### src/rtl/mdr_requester.sv
// mdr_requester: valid/ready host initiator for the multiply/divide/sqrt unit, with hang timeout.
// Define MDR_REQ_STATS_EN to add handoff statistics (stat_ops, stat_errs, stat_clear).
//
// state | meaning
// IDLE  | ready for a command; unit operand registers hold the last op
// FLUSH | one-cycle flush of the unit, operands already presented
// ISSUE | start held until the unit drops ready (busy acknowledge)
// WAIT  | waiting for the unit to raise ready with the result
// RESP  | response presented until the consumer takes it
module mdr_requester #(
  parameter int WORD_LENGTH    = 16,
  parameter int TIMEOUT_CYCLES = 255,
  parameter int CNT_WIDTH      = 8
) (
  input  logic                   clk,
  input  logic                   reset,
`ifdef MDR_REQ_STATS_EN
  input  logic                   stat_clear,
  output logic [15:0]            stat_ops,
  output logic [15:0]            stat_errs,
`endif
  input  logic                   cmd_valid,
  output logic                   cmd_ready,
  input  logic [1:0]             cmd_op,
  input  logic [WORD_LENGTH-1:0] cmd_x,
  input  logic [WORD_LENGTH-1:0] cmd_y,
  output logic                   mdr_start,
  output logic                   mdr_flush,
  output logic [1:0]             mdr_op,
  output logic [WORD_LENGTH-1:0] mdr_dataX,
  output logic [WORD_LENGTH-1:0] mdr_dataY,
  input  logic                   mdr_ready,
  input  logic [WORD_LENGTH-1:0] mdr_result,
  input  logic [WORD_LENGTH-1:0] mdr_remainder,
  input  logic                   mdr_sign,
  output logic                   rsp_valid,
  input  logic                   rsp_ready,
  output logic [WORD_LENGTH-1:0] rsp_result,
  output logic [WORD_LENGTH-1:0] rsp_remainder,
  output logic                   rsp_sign,
  output logic                   rsp_error
);

  typedef enum logic [2:0] {S_IDLE, S_FLUSH, S_ISSUE, S_WAIT, S_RESP} state_t;

  localparam logic [CNT_WIDTH-1:0] CNT_LAST = CNT_WIDTH'(TIMEOUT_CYCLES - 1);

  state_t                 state, state_nxt;
  logic [1:0]             op_q;
  logic [WORD_LENGTH-1:0] x_q, y_q;
  logic [CNT_WIDTH-1:0]   cnt;
  logic [WORD_LENGTH-1:0] res_q, rem_q;
  logic                   sign_q, err_q;
  logic                   to_flush;
  logic                   accept, cap_ok, cap_err, timeout, cnt_last;

  // cnt_last marks the final cycle of the ISSUE+WAIT budget
  assign cnt_last = (cnt == CNT_LAST);

  always_comb begin
    state_nxt = state;
    accept    = 1'b0;
    cap_ok    = 1'b0;
    cap_err   = 1'b0;
    timeout   = 1'b0;
    case (state)
      S_IDLE: begin
        if (cmd_valid) begin
          accept = 1'b1;
          if (cmd_op == 2'b11) begin
            cap_err   = 1'b1;
            state_nxt = S_RESP;
          end else begin
            state_nxt = S_FLUSH;
          end
        end
      end
      S_FLUSH: state_nxt = S_ISSUE;
      S_ISSUE: begin
        if (cnt_last) begin
          timeout   = 1'b1;
          cap_err   = 1'b1;
          state_nxt = S_RESP;
        end else if (!mdr_ready) begin
          state_nxt = S_WAIT;
        end
      end
      S_WAIT: begin
        // completion beats a timeout landing on the same cycle
        if (mdr_ready) begin
          cap_ok    = 1'b1;
          state_nxt = S_RESP;
        end else if (cnt_last) begin
          timeout   = 1'b1;
          cap_err   = 1'b1;
          state_nxt = S_RESP;
        end
      end
      S_RESP: begin
        if (rsp_ready) state_nxt = S_IDLE;
      end
      default: state_nxt = S_IDLE;
    endcase
  end

  always_ff @(posedge clk or negedge reset) begin
    if (!reset) begin
      state    <= S_IDLE;
      op_q     <= '0;
      x_q      <= '0;
      y_q      <= '0;
      cnt      <= '0;
      res_q    <= '0;
      rem_q    <= '0;
      sign_q   <= 1'b0;
      err_q    <= 1'b0;
      to_flush <= 1'b0;
    end else begin
      state    <= state_nxt;
      to_flush <= timeout;
      if (accept) begin
        op_q <= cmd_op;
        x_q  <= cmd_x;
        y_q  <= cmd_y;
      end
      if (state == S_FLUSH) begin
        cnt <= '0;
      end else if (state == S_ISSUE || state == S_WAIT) begin
        cnt <= cnt + CNT_WIDTH'(1);
      end
      if (cap_ok) begin
        res_q  <= mdr_result;
        rem_q  <= (op_q == 2'b00) ? '0 : mdr_remainder;
        sign_q <= mdr_sign;
        err_q  <= 1'b0;
      end else if (cap_err) begin
        res_q  <= '0;
        rem_q  <= '0;
        sign_q <= 1'b0;
        err_q  <= 1'b1;
      end
    end
  end

  assign cmd_ready     = (state == S_IDLE);
  assign mdr_start     = (state == S_ISSUE);
  assign mdr_flush     = (state == S_FLUSH) || to_flush;
  assign mdr_op        = op_q;
  assign mdr_dataX     = x_q;
  assign mdr_dataY     = y_q;
  assign rsp_valid     = (state == S_RESP);
  assign rsp_result    = res_q;
  assign rsp_remainder = rem_q;
  assign rsp_sign      = sign_q;
  assign rsp_error     = err_q;

`ifdef MDR_REQ_STATS_EN
  logic handoff;
  assign handoff = (state == S_RESP) && rsp_ready;

  always_ff @(posedge clk or negedge reset) begin
    if (!reset) begin
      stat_ops  <= '0;
      stat_errs <= '0;
    end else if (stat_clear) begin
      stat_ops  <= '0;
      stat_errs <= '0;
    end else if (handoff) begin
      if (err_q) begin
        if (stat_errs != 16'hFFFF) stat_errs <= stat_errs + 16'd1;
      end else begin
        if (stat_ops != 16'hFFFF) stat_ops <= stat_ops + 16'd1;
      end
    end
  end
`endif

endmodule
### config.mk
export PLATFORM = sky130hd
export DESIGN_NAME = mdr_requester
export DESIGN_NICKNAME = d
export VERILOG_FILES = /design/src/rtl/mdr_requester.sv
export SDC_FILE = /design/constraint.sdc
export NUM_CORES = 1
export LEC_CHECK = 0
export CORE_UTILIZATION = 35
export DETAILED_ROUTE_END_ITERATION = 8
export PLACE_DENSITY = 0.74
export SYNTH_ARGS = -nofsm -noshare
export SYNTH_HDL_FRONTEND = slang
export SYNTH_SLANG_ARGS = --single-unit
### constraint.sdc
create_clock -name clk -period 5.61 [get_ports clk]
set_clock_uncertainty 0.15 [all_clocks]
set_input_delay 1.122 -clock clk [delete_from_list [all_inputs] [get_ports clk]]
set_output_delay 1.122 -clock clk [all_outputs]
set_load 0.01 [all_outputs]
==> results.txt, run 1 <==
- After layout, the design draws a total of between 2000 and 3000 uW.
- Count of synthesis-stage warnings from yosys: 0
- The core region is 9820 sq um.
- Share of layout cells above drive strength 1: 0.136
- Dividing the synthesized area by the synthesized cell count gives between 10 and 15 sq um.
* Count of H-tree levels built during CTS: 3
- Number of buffers added by the clock tree synthesis step: 9
- Syn nets: roughly 350
- The post-synthesis compound-gate area fraction was 0.131.
- Synth Instances: roughly 280
* Unrepaired setup endpoints after global routing: false
- Critical-path maximum fanout: 11
* Cell types with the largest area share after synthesis: sky130_fd_sc_hd__dfrtp_1 (56%), sky130_fd_sc_hd__mux2_4 (14%), sky130_fd_sc_hd__nand2_1 (4.5%), sky130_fd_sc_hd__o31ai_1 (4.2%), sky130_fd_sc_hd__o2bb2ai_1 (3.9%)
- Entering global routing, the biggest net connects between 80 and 90 pins.
- Once the clock tree was built, the setup fixing pass inserted 0 buffers.
* Width of the chip: slightly above 100 microns
- Required time of the critical path: ~4300 ps
* Most frequently used flop master after synthesis: sky130_fd_sc_hd__dfrtp_1
- CTS tree: done
* Delay contributed by the slowest stage of the critical path: 600 ps
* Total of hold buffers inserted after clock tree synthesis: 0
* Synthesized cell area: 3570 sq um
- Across the run, the number of max-cap violations was 0.
- Sequential group share of total power: 0.368
- Total of buffers placed on input and output ports: between 100 and 150
- Reg clk slew, reported paths: 80 ps
- Synth Area in Adders: 0.00701
- The share of synthesized area in the top cell type comes to 0.561.
- The critical path goes through or3b_2, nand2b_1, clkdlybuf4s50_1.
- The routed design has around 8.9 mm of wire.
- NetSw: about 890 uW
* Clock insertion delay at the later pin of the skew report: around 330 ps
- After routing, the total negative slack on setup checks comes to 0 ps.
- Average wire length per cell after detail routing: around 16 microns
- Worst setup slack after placement: between 2000 and 2500 ps
* Proportion of synthesized area in mux cells: 0.154
- Critical path class: reg -> out
- Headroom to the max-slew limit came out at 0.274.
* Global-route wire length before repair: about 14 mm
- Of the total power, the clock network draws 0.151.
* Critical-path cell with the highest stage delay: sky130_fd_sc_hd__or3b_2
- Maximum clock insertion buffer count: 2
* Power per standard cell area: 519 nW/um^2
- Final worst setup slack: approximately 2200 ps
* Register area share after synthesis: 0.561
* Biggest area consumer among synthesized cells: sky130_fd_sc_hd__dfrtp_1
- Count of pins on the block boundary: 144
- For this run, design rule violations remaining after detail routing come to 0.
- STA classifies the critical path endpoint as an output pin.
- Initial antenna violation count: 0
- The worst setup path is launched from a flip-flop.
- The die is slightly above 100 microns tall.
* Via count of the first global-routing pass: ~2600
- Mean number of vias per cell: between 4 and 5
- Cell internal power was estimated by the tool at approximately 1800 uW.
- Area growth from synthesis to final layout: 46.8%
* CTS-repair resized insts: 0
* Standard-cell row count: 36
* Leakage power figure: about 0.0023 uW
- Combinational family with the most area after synthesis: multiplexers
- Tcrit/Tclk final: 0.602
* Post-synthesis share of cell area spent on and, or, nand and nor gates: 0.105
- Proportion of synthesized flip-flops having asynchronous set or reset: 1.00
* Detailed-placement wirelength estimate: slightly above 6 mm
* Initial core utilization: 0.364
* Number of flops mapped to enable cells by yosys: 0
* Final hold viol count: 0
- Via total after detailed routing: 2723
- Xor and xnor fraction of the mapped netlist area: 0
* Number of storage elements in the synthesis netlist: 80
- Fmax: about 300 MHz
* Antenna diode count: 0
* Final setup violation count: 0
- Clock tree synthesis selected as its root buffer the cell sky130_fd_sc_hd__clkbuf_8.
- The worst path in the final design needs a cycle of 3370 ps, including I/O delays and setup.
- Final global-route overflow total: 0
- Fin nets: a little under 500
* Arrival time of data at the critical path endpoint: 2100 ps
- At the end of routability-driven placement, the weighted congestion stood at 0.756.
* DRC marker count from the first detailed-route iteration: approximately 150
* Number of max-slew violations in the final report: 0
* Die area: approximately 11000 sq um
* Largest delay share family, worst path: simple AND/OR/NAND/NOR gates
- The clock drives 80 sinks.
- Distinct cell type count of the synthesized netlist: 34
- Of the total power, combinational logic draws 0.481.
* GRT Util Overall: 0.170
* Kind of path behind the tightest hold check: reg -> reg
- IR drop worst, VDD: ~0.00019 V
* Slew at the pin closest to its max-slew limit: 1080 ps
- Of the total power, the share spent switching nets is 0.328.
- Critical path buffer and inverter count: 1
- The pre-antenna-repair detailed-routing pass consisted of 4 iterations.
- After filler insertion, the fill cell instance count of the layout stands at between 800 and 900.
- Status: finished, final reports clean
- The count of nets left with antenna violations once routing finished came out at 0.
[stage by stage]
stage	utilization	cells	area, sq um	hold slack [ps]
2_1_floorplan	-	277	3570	350
3_3_place_gp	0.515	535	5050	343
3_5_place_dp	0.515	535	5050	342
4_1_cts	0.534	551	5240	366
5_1_grt	0.534	551	5240	382
6_report	0.534	551	5240	362
[layout make-up]
cell class	instances	area, sq um	share of cell area
Sequential cell	80	2000	0.382
Tap cell	133	166	0.0318
Clock buffer	10	128	0.0244
Clock inverter	6	58.8	0.0112
Timing Repair Buffer	145	1440	0.276
Multi-Input combinational cell	172	1420	0.271
Inverter	5	18.8	0.00358
[synthesized netlist by cell type, types with 4 or more instances]
cell,n
sky130_fd_sc_hd__buf_2,5
sky130_fd_sc_hd__buf_6,6
sky130_fd_sc_hd__clkbuf_1,8
sky130_fd_sc_hd__dfrtp_1,80
sky130_fd_sc_hd__inv_1,5
sky130_fd_sc_hd__mux2_4,34
sky130_fd_sc_hd__mux2i_1,4
sky130_fd_sc_hd__nand2_1,43
sky130_fd_sc_hd__nand2b_1,6
sky130_fd_sc_hd__nor2_1,4
sky130_fd_sc_hd__nor4_1,4
sky130_fd_sc_hd__o211ai_1,16
sky130_fd_sc_hd__o2bb2ai_1,16
sky130_fd_sc_hd__o31ai_1,20
[sequential cells by signal (all words and copies together), names as in the netlist]
| signal | cells |
|---|---|
| rsp_sign | 1 |
| cnt | 8 |
| mdr_dataX | 16 |
| to_flush | 1 |
| rsp_error | 1 |
| mdr_op | 2 |
| rsp_remainder | 16 |
| mdr_dataY | 16 |
| rsp_result | 16 |
| state | 3 |
[power by group through the flow]
| stage | registers (uW) | clock network [uW] | logic (uW) |
|---|---|---|---|
| after floorplan | 1080 | 0 | 595 |
| after global placement | 995 | 0 | 1290 |
| after detailed placement | 1000 | 0 | 1320 |
| after CTS | 999 | 424 | 1320 |
| after global routing | 1030 | 455 | 1410 |
| final | 1000 | 411 | 1310 |
[logic make-up after synthesis]
kind of cell | count (synthesis)
compound gates | 60
fa+ha+maj | 2
buf+inv | 25
flops | 80
mux | 38
simple gates | 72
[worst paths after layout]
| kind | end | cells after the start | start | slack [ps] |
|---|---|---|---|---|
| hold / removal | mdr_dataX[10] | 1 | mdr_dataX[10] | 360 |
| min in group asynchronous | mdr_dataY[9] | 1 | reset | 780 |
| setup / recovery | mdr_flush | 3 | state[0] | 2240 |
| hold reg to reg | mdr_dataX[10] | 1 | mdr_dataX[10] | 360 |
| setup reg to reg | rsp_result[9] | 4 | state[2] | 3200 |
| max in group asynchronous | rsp_remainder[0] | 1 | reset | 3870 |
[layer usage]
metal / GRT usage / part of all wire / vias up
li1: - / - / 1281
met1: 0.226 / 0.45 / 1346
met2: 0.273 / 0.49 / 94
met3: 0.0393 / 0.062 / 2
met4: 0.0585 / 0.0025 / 0
met5: 0 / 0 / -
[cells in the final DEF, fill, tap and decap left out, types with 4 or more instances in the layout]
master                            instances
sky130_fd_sc_hd__clkdlybuf4s50_1        142
sky130_fd_sc_hd__mux2_4                  34
sky130_fd_sc_hd__clkbuf_8                 9
sky130_fd_sc_hd__o211ai_1                16
sky130_fd_sc_hd__nand2_1                 43
sky130_fd_sc_hd__o31ai_1                 20
sky130_fd_sc_hd__o2bb2ai_1               16
sky130_fd_sc_hd__dfrtp_1                 80
sky130_fd_sc_hd__nand2b_1                 6
sky130_fd_sc_hd__nor4_1                   4
sky130_fd_sc_hd__clkinv_2                 4
sky130_fd_sc_hd__inv_1                    5
sky130_fd_sc_hd__nor2_1                   4
sky130_fd_sc_hd__mux2i_1                  4
Note: power is estimated with default switching activity, not from simulation.
==> run 2, diff against run 1 <==
PLACE_DENSITY = 0.77   (was 0.74)
clock period = 2.9 ns   (was 5.61 ns; I/O delays follow)
==> run 2 against run 1 <==
  * Wire length increased by 6.0%
  * Sequential share of layout area decreased by 0.74 points
  * Die area unchanged
  * Total power increased by 97%
  * Critical endpoint unchanged
==> results.txt, run 2 (synthesis gave the netlist of run 1 again) <==
- Setup repair after global routing left no endpoint under its margin.
- Area of the core region: 9820 sq um (unchanged)
- Fin nets: 495 (+1.6%)
- Of the available clock period, the critical path in the final layout requires 0.922.
* Total of buffers placed on input and output ports: 143 (unchanged)
- The detail-routed net length per standard cell came to 16.9 microns (+4.5%).
- The initial antenna violation count came to 0 (unchanged).
* Total of hold buffers inserted after clock tree synthesis: 0 (unchanged)
- The die span in y was 103 microns (unchanged).
* FF+latch area: 2000 sq um (about the same)
* Leakage power figure: 0.00231 uW (+2.4%)
- Mean number of vias per cell: 4.90 (-0.89%)
* Arrival time of data at the critical path endpoint: 1940 ps (-160 ps)
* Detail Route Antenna Nets: 0 (unchanged)
- From synthesis to final layout, the design area changed by 49.8%.
- Count of H-tree levels built during CTS: 3 (unchanged)
- Final hold viol count: 0 (unchanged)
* Count of fill cells added during filler insertion: 881 (-0.56%)
* Final global-route overflow total: 0 (unchanged)
- The clock period could shrink to between 2000 and 3000 ps.
- The maximum number of pins on one net before global-route repair is 45 (-44%).
* Sum of routed wire length over all layers: 9.42 mm (+6.0%)
* Antenna diode count: 0 (unchanged)
- STA classifies the critical path endpoint as an output pin.
- The last weighted congestion value of the routability-driven placer is 0.753 (-0.34%).
- Critical path class: reg -> out
- Endpoint of the worst register-to-register path: rsp_remainder[11]
* Status: finished, final reports clean
- CTS placed an instance of sky130_fd_sc_hd__clkbuf_8 at the clock tree root.
* Kind of path behind the tightest hold check: in -> async
- Postcts setup bufs: 0 (unchanged)
- Most common cell after layout, fill and taps aside: sky130_fd_sc_hd__clkdlybuf4s50_1
- Area post-placement: 5130 sq um (+1.4%)
- Reg clk slew, reported paths: 90 ps (about the same)
- The routed via count was 2738 (+0.55%).
* IR drop worst, VDD: 0.000411 V (+120%)
- Remaining max-slew budget at the tightest pin: 0.476 (+0.202)
- The post-layout instance area is 5350 sq um (+2.0%).
* Final core area utilization: 0.544 (+0.0108)
* Fmax: ~370 MHz
* DRC marker count from the first detailed-route iteration: 90 (-41%)
- Initial core utilization: 0.364 (unchanged)
- Number of buffers added by the clock tree synthesis step: 9 (unchanged)
* Number of max-slew violations in the final report: 0 (unchanged)
- Detailed-placement wirelength estimate: 6.84 mm (+13%)
* Die area: 10600 sq um (unchanged)
* Power per standard cell area: 1000 nW/um^2 (+94%)
- Count of max-cap constraint violations: 0 (unchanged)
- The fraction of layout instances using a drive strength above 1 came to 0.157 (+0.0209).
- The register-to-register path setup slack was 800 ps (-2400 ps).
- GRT Util Overall: 0.176 (+0.00559)
* Width of the chip: 103 microns (unchanged)
- Count of pins on the block boundary: 144 (unchanged)
* Critical-path maximum fanout: 11 (unchanged)
* Total power draw: 5370 uW (+97%)
- The pin slew with the least headroom to its limit is 785 ps (-300 ps).
- Standard-cell row count: 36 (unchanged)
* Critical Path Start Type: flip-flop
- The multi-input gate area in the final layout came to 1430 sq um (+0.18%).
- The insertion delay of the later-clocked pin in the worst-skew pair came to 350 ps (+20 ps).
- Reg2Reg Launch Point: state[1]
- In the layout the commonest cells are sky130_fd_sc_hd__clkdlybuf4s50_1 (142), sky130_fd_sc_hd__dfrtp_1 (79), sky130_fd_sc_hd__nand2_1 (43).
- The clock sink count is 80 (unchanged).
- The buffer depth of the longest clock path was 2 (unchanged).
- CTS tree: done
* Via count of the first global-routing pass: 2829 (+7.5%)
- First drt pass iteration count: 6 (+2)
- Final routed DRC violation total: 0 (unchanged)
- The aggregate negative setup slack came to 0 ps (unchanged).
- Final setup violation count: 0 (unchanged)
- Global-route wire length before repair: 14.2 mm (+3.7%)
* Required time of the critical path: 2170 ps (-2170 ps)
- Count of cells along the worst register-to-register path: 4 (unchanged)
## run 2: metal layers
| metal | share of wire | vias up | routed length (microns) | global-route usage |
|---|---|---|---|---|
| li1 | - | 1298 | - | - |
| met1 | 0.43 | 1318 | 4030 | 0.223 |
| met2 | 0.49 | 105 | 4620 | 0.293 |
| met3 | 0.059 | 17 | 554 | 0.0332 |
| met4 | 0.023 | 0 | 216 | 0.0748 |
| met5 | 0 | - | 0 | 0 |
## run 2: cell type report
cell class / instances / share of cell area
clock buffer: 11 / 0.0283
clock inverter: 5 / 0.0122
inverter: 5 / 0.00351
multi-input combinational: 172 / 0.267
sequential: 80 / 0.375
tap: 133 / 0.0311
timing repair buffer: 153 / 0.284
## run 2: timing repair
| item | CTS | global route |
|---|---|---|
| endpoints found under the hold margin | 0 | 0 |
| gates resized for setup | 0 | 2 |
| endpoints found under the setup margin | 0 | 1 |
## run 2: where the power goes
part	internal, uW	switching, uW	total, uW
clock	451	410	861
combinational	1550	1000	2560
sequential	1610	340	1950
total	3610	1760	5370
## run 2: how the worst max path moves through the flow
stage,startpoint,end,cells past startpoint
global placement,cmd_valid,mdr_dataX[13],4
finish,state[1],mdr_flush,3
global route,state[1],mdr_flush,3
floorplan,state[1],mdr_flush,4
CTS,state[1],mdr_flush,3
detailed placement,cmd_valid,rsp_remainder[11],5
## run 2: worst max-delay path, stage by stage, from the launching register on
cell and delay [ps]:
sky130_fd_sc_hd__dfrtp_1 480, sky130_fd_sc_hd__or3b_4 480, sky130_fd_sc_hd__nand2b_1 100, sky130_fd_sc_hd__clkdlybuf4s50_1 550
## run 2: through the flow
stage	setup WS, ps	hold slack, ps	cells
after floorplan	920	134	277
after global placement	349	338	543
after detailed placement	320	341	543
after CTS	44.4	87.9	559
after global routing	117	103	559
final	226	69.8	559
==> run 3, diff against run 2 <==
CORE_UTILIZATION = 39   (was 35)
PLACE_DENSITY = 0.83   (was 0.77)
==> run 3 against run 2 <==
  * The flow now finishes with violations (DRC)
  * Sequential power barely moved
  * Fmax fell by 4.7%
  * Sequential share of layout area rose by 0.088 points
  * Largest power group unchanged
==> results.txt, run 3 (synthesis gave the netlist of run 1 again) <==
- The flow ran to the end, but the final reports show violations.
- Violated checks: DRC
* Maximum clock insertion buffer count: 2 (unchanged)
* Arrival time of data at the critical path endpoint: 2080 ps (+140 ps)
- Most common cell after layout, fill and taps aside: sky130_fd_sc_hd__clkdlybuf4s50_1
* Setup crit end kind: output pin
* Leakage power figure: 0.00231 uW (about the same)
* Area growth from synthesis to final layout: 49.4%
* Final weighted congestion in routability-driven placement: 0.807 (+7.1%)
- Global-route wire length before repair: 14.7 mm (+3.2%)
* Period minus WS final: 2810 ps (+132 ps)
* DRC marker count from the first detailed-route iteration: 138 (+53%)
- The half-perimeter wire length after placement is 6.41 mm (-6.3%).
* Total negative setup slack: 0 ps (unchanged)
* Total of hold buffers inserted after clock tree synthesis: 0 (unchanged)
* CTS root buf: sky130_fd_sc_hd__clkbuf_8
* Share of layout cells above drive strength 1: 0.151 (-0.00598)
- TritonCTS built the clock tree.
* GRT Util Overall: 0.195 (+0.0191)
- Count of pins on the block boundary: 144 (unchanged)
* Count of max-cap constraint violations: 0 (unchanged)
- Vert. Die Dim: 97.7 microns (-5.2%)
* Critical Path Start Type: flip-flop
- Via total after detailed routing: 2746 (+0.29%)
- The detail-routed net length per standard cell is 16.6 microns (-1.7%).
- The H-tree level count came to 3 (unchanged).
- The number of routed nets with antenna violations was 0 (unchanged).
- Total of buffers placed on input and output ports: 143 (unchanged)
* Antenna diode count: 0 (unchanged)
- Largest net degree at the start of global routing: 46 (+2.2%)
- The overall routed net length is 8.80 mm (-6.6%).
- The number of design rule violations left after detail routing came to 26 (+26).
- First drt pass iteration count: 7 (+1)
- Required time of the critical path: 2170 ps (about the same)
- The critical path in this run is classified as reg -> out.
- Fmax: 356 MHz (-4.7%)
* Clock insertion delay at the later pin of the skew report: 340 ps (about the same)
- The total power divided by cell area is 1010 nW/um^2 (+0.86%).
* Initial antenna violation count: 0 (unchanged)
- Mean number of vias per cell: 5.17 (+5.6%)
* Critical-path maximum fanout: 11 (unchanged)
- The filler cell count is 707 (-20%).
* Fin nets: 493 (-0.40%)
- The clock sink count was 80 (unchanged).
- The largest vdd supply drop is 0.000409 V (-0.42%).
* Unrepaired setup endpoints after global routing: false
- The final number of max-transition violations came to 0 (unchanged).
- Final setup violation count: 0 (unchanged)
- The count of instances resized after the clock tree is built is 0 (unchanged).
* Slew at the pin closest to its max-slew limit: 720 ps (-65.2 ps)
- In this run the worst hold path is classified as in -> async.
- In the layout the commonest cells are sky130_fd_sc_hd__clkdlybuf4s50_1 (142), sky130_fd_sc_hd__dfrtp_1 (79), sky130_fd_sc_hd__nand2_1 (43).
- Postcts setup bufs: 0 (unchanged)
- Final global-route overflow total: 0 (unchanged)
- Final core area utilization: 0.606 (+0.0612)
- The chip width came to 97.7 microns (-5.2%).
- Tcrit/Tclk final: 0.968 (+0.0456)
- The tightest slew margin relative to the limit is 0.520 (+0.0435).
- The via count of the first global-routing pass was 2898 (+2.4%).
- The area of the core was 8810 sq um (-10%).
* Number of buffers added by the clock tree synthesis step: 9 (unchanged)
- The starting density of the core was 0.405 (+0.0418).
- The total count of hold-check failures in the final report came to 0 (unchanged).
- Reg clk slew, reported paths: 80 ps (about the same)
- Standard-cell row count: 34 (-5.6%)
* Die area: 9540 sq um (-10%)
==> run 3: cell types whose count changed in the layout (fill, tap and decap cells not counted) <==
cell                         change
sky130_fd_sc_hd__clkinv_4        -4
sky130_fd_sc_hd__buf_4           -4
sky130_fd_sc_hd__or3b_2          +1
sky130_fd_sc_hd__clkinvlp_4      +1
sky130_fd_sc_hd__buf_12          +2
sky130_fd_sc_hd__or3b_4          -1
sky130_fd_sc_hd__bufinv_16       +1
sky130_fd_sc_hd__inv_6           +1
==> run 3: power by group <==
group | total (uW) | switching, uW | internal (uW)
Combinational | 2540 | 987 | 1550
Clock | 919 | 389 | 530
Sequential | 1940 | 332 | 1610
Total | 5400 | 1710 | 3690
==> run 3: final cells by class <==
| class | count | area [sq um] | share of cell area |
|---|---|---|---|
| timing repair buffer | 151 | 1530 | 0.286 |
| clock buffer | 11 | 151 | 0.0284 |
| multi-input combinational | 172 | 1420 | 0.267 |
| sequential | 80 | 2000 | 0.376 |
| tap | 108 | 135 | 0.0253 |
| clock inverter | 4 | 76.3 | 0.0143 |
| inverter | 5 | 18.8 | 0.00352 |
==> run 3: metal layers <==
layer | wire length, microns | vias up | global-route usage
li1 | - | 1283 | -
met1 | 3740 | 1351 | 0.249
met2 | 4380 | 106 | 0.326
met3 | 628 | 6 | 0.0511
met4 | 59 | 0 | 0.0513
met5 | 0 | - | 0
==> run 3: worst paths after layout <==
kind	startpoint	end	slack, ps	cells after the start
max	state[1]	mdr_flush	90	3
min	reset	mdr_dataY[0]	40	1
max reg2reg	state[1]	mdr_dataX[0]	920	3
min reg2reg	mdr_dataY[3]	mdr_dataY[3]	360	1
max in group asynchronous	reset	rsp_result[2]	1950	2
min in group clk	mdr_dataY[3]	mdr_dataY[3]	360	1
==> run 3: metrics by stage <==
step           area [sq um]  cells  hold WS [ps]  setup slack [ps]  total power, uW
2_1_floorplan          3570    277           134               920             3240
3_3_place_gp           5100    516           342               386             4420
3_5_place_dp           5100    516           343               374             4510
4_1_cts                5330    531          42.3              59.7             5450
5_1_grt                5330    531          52.2              11.9             5720
6_report               5330    531          40.8              94.1             5400
==> run 3: critical path: stages (launching register included) <==
cell,delay (ps)
sky130_fd_sc_hd__dfrtp_1,470
sky130_fd_sc_hd__or3b_2,600
sky130_fd_sc_hd__nand2b_1,120
sky130_fd_sc_hd__clkdlybuf4s50_1,550
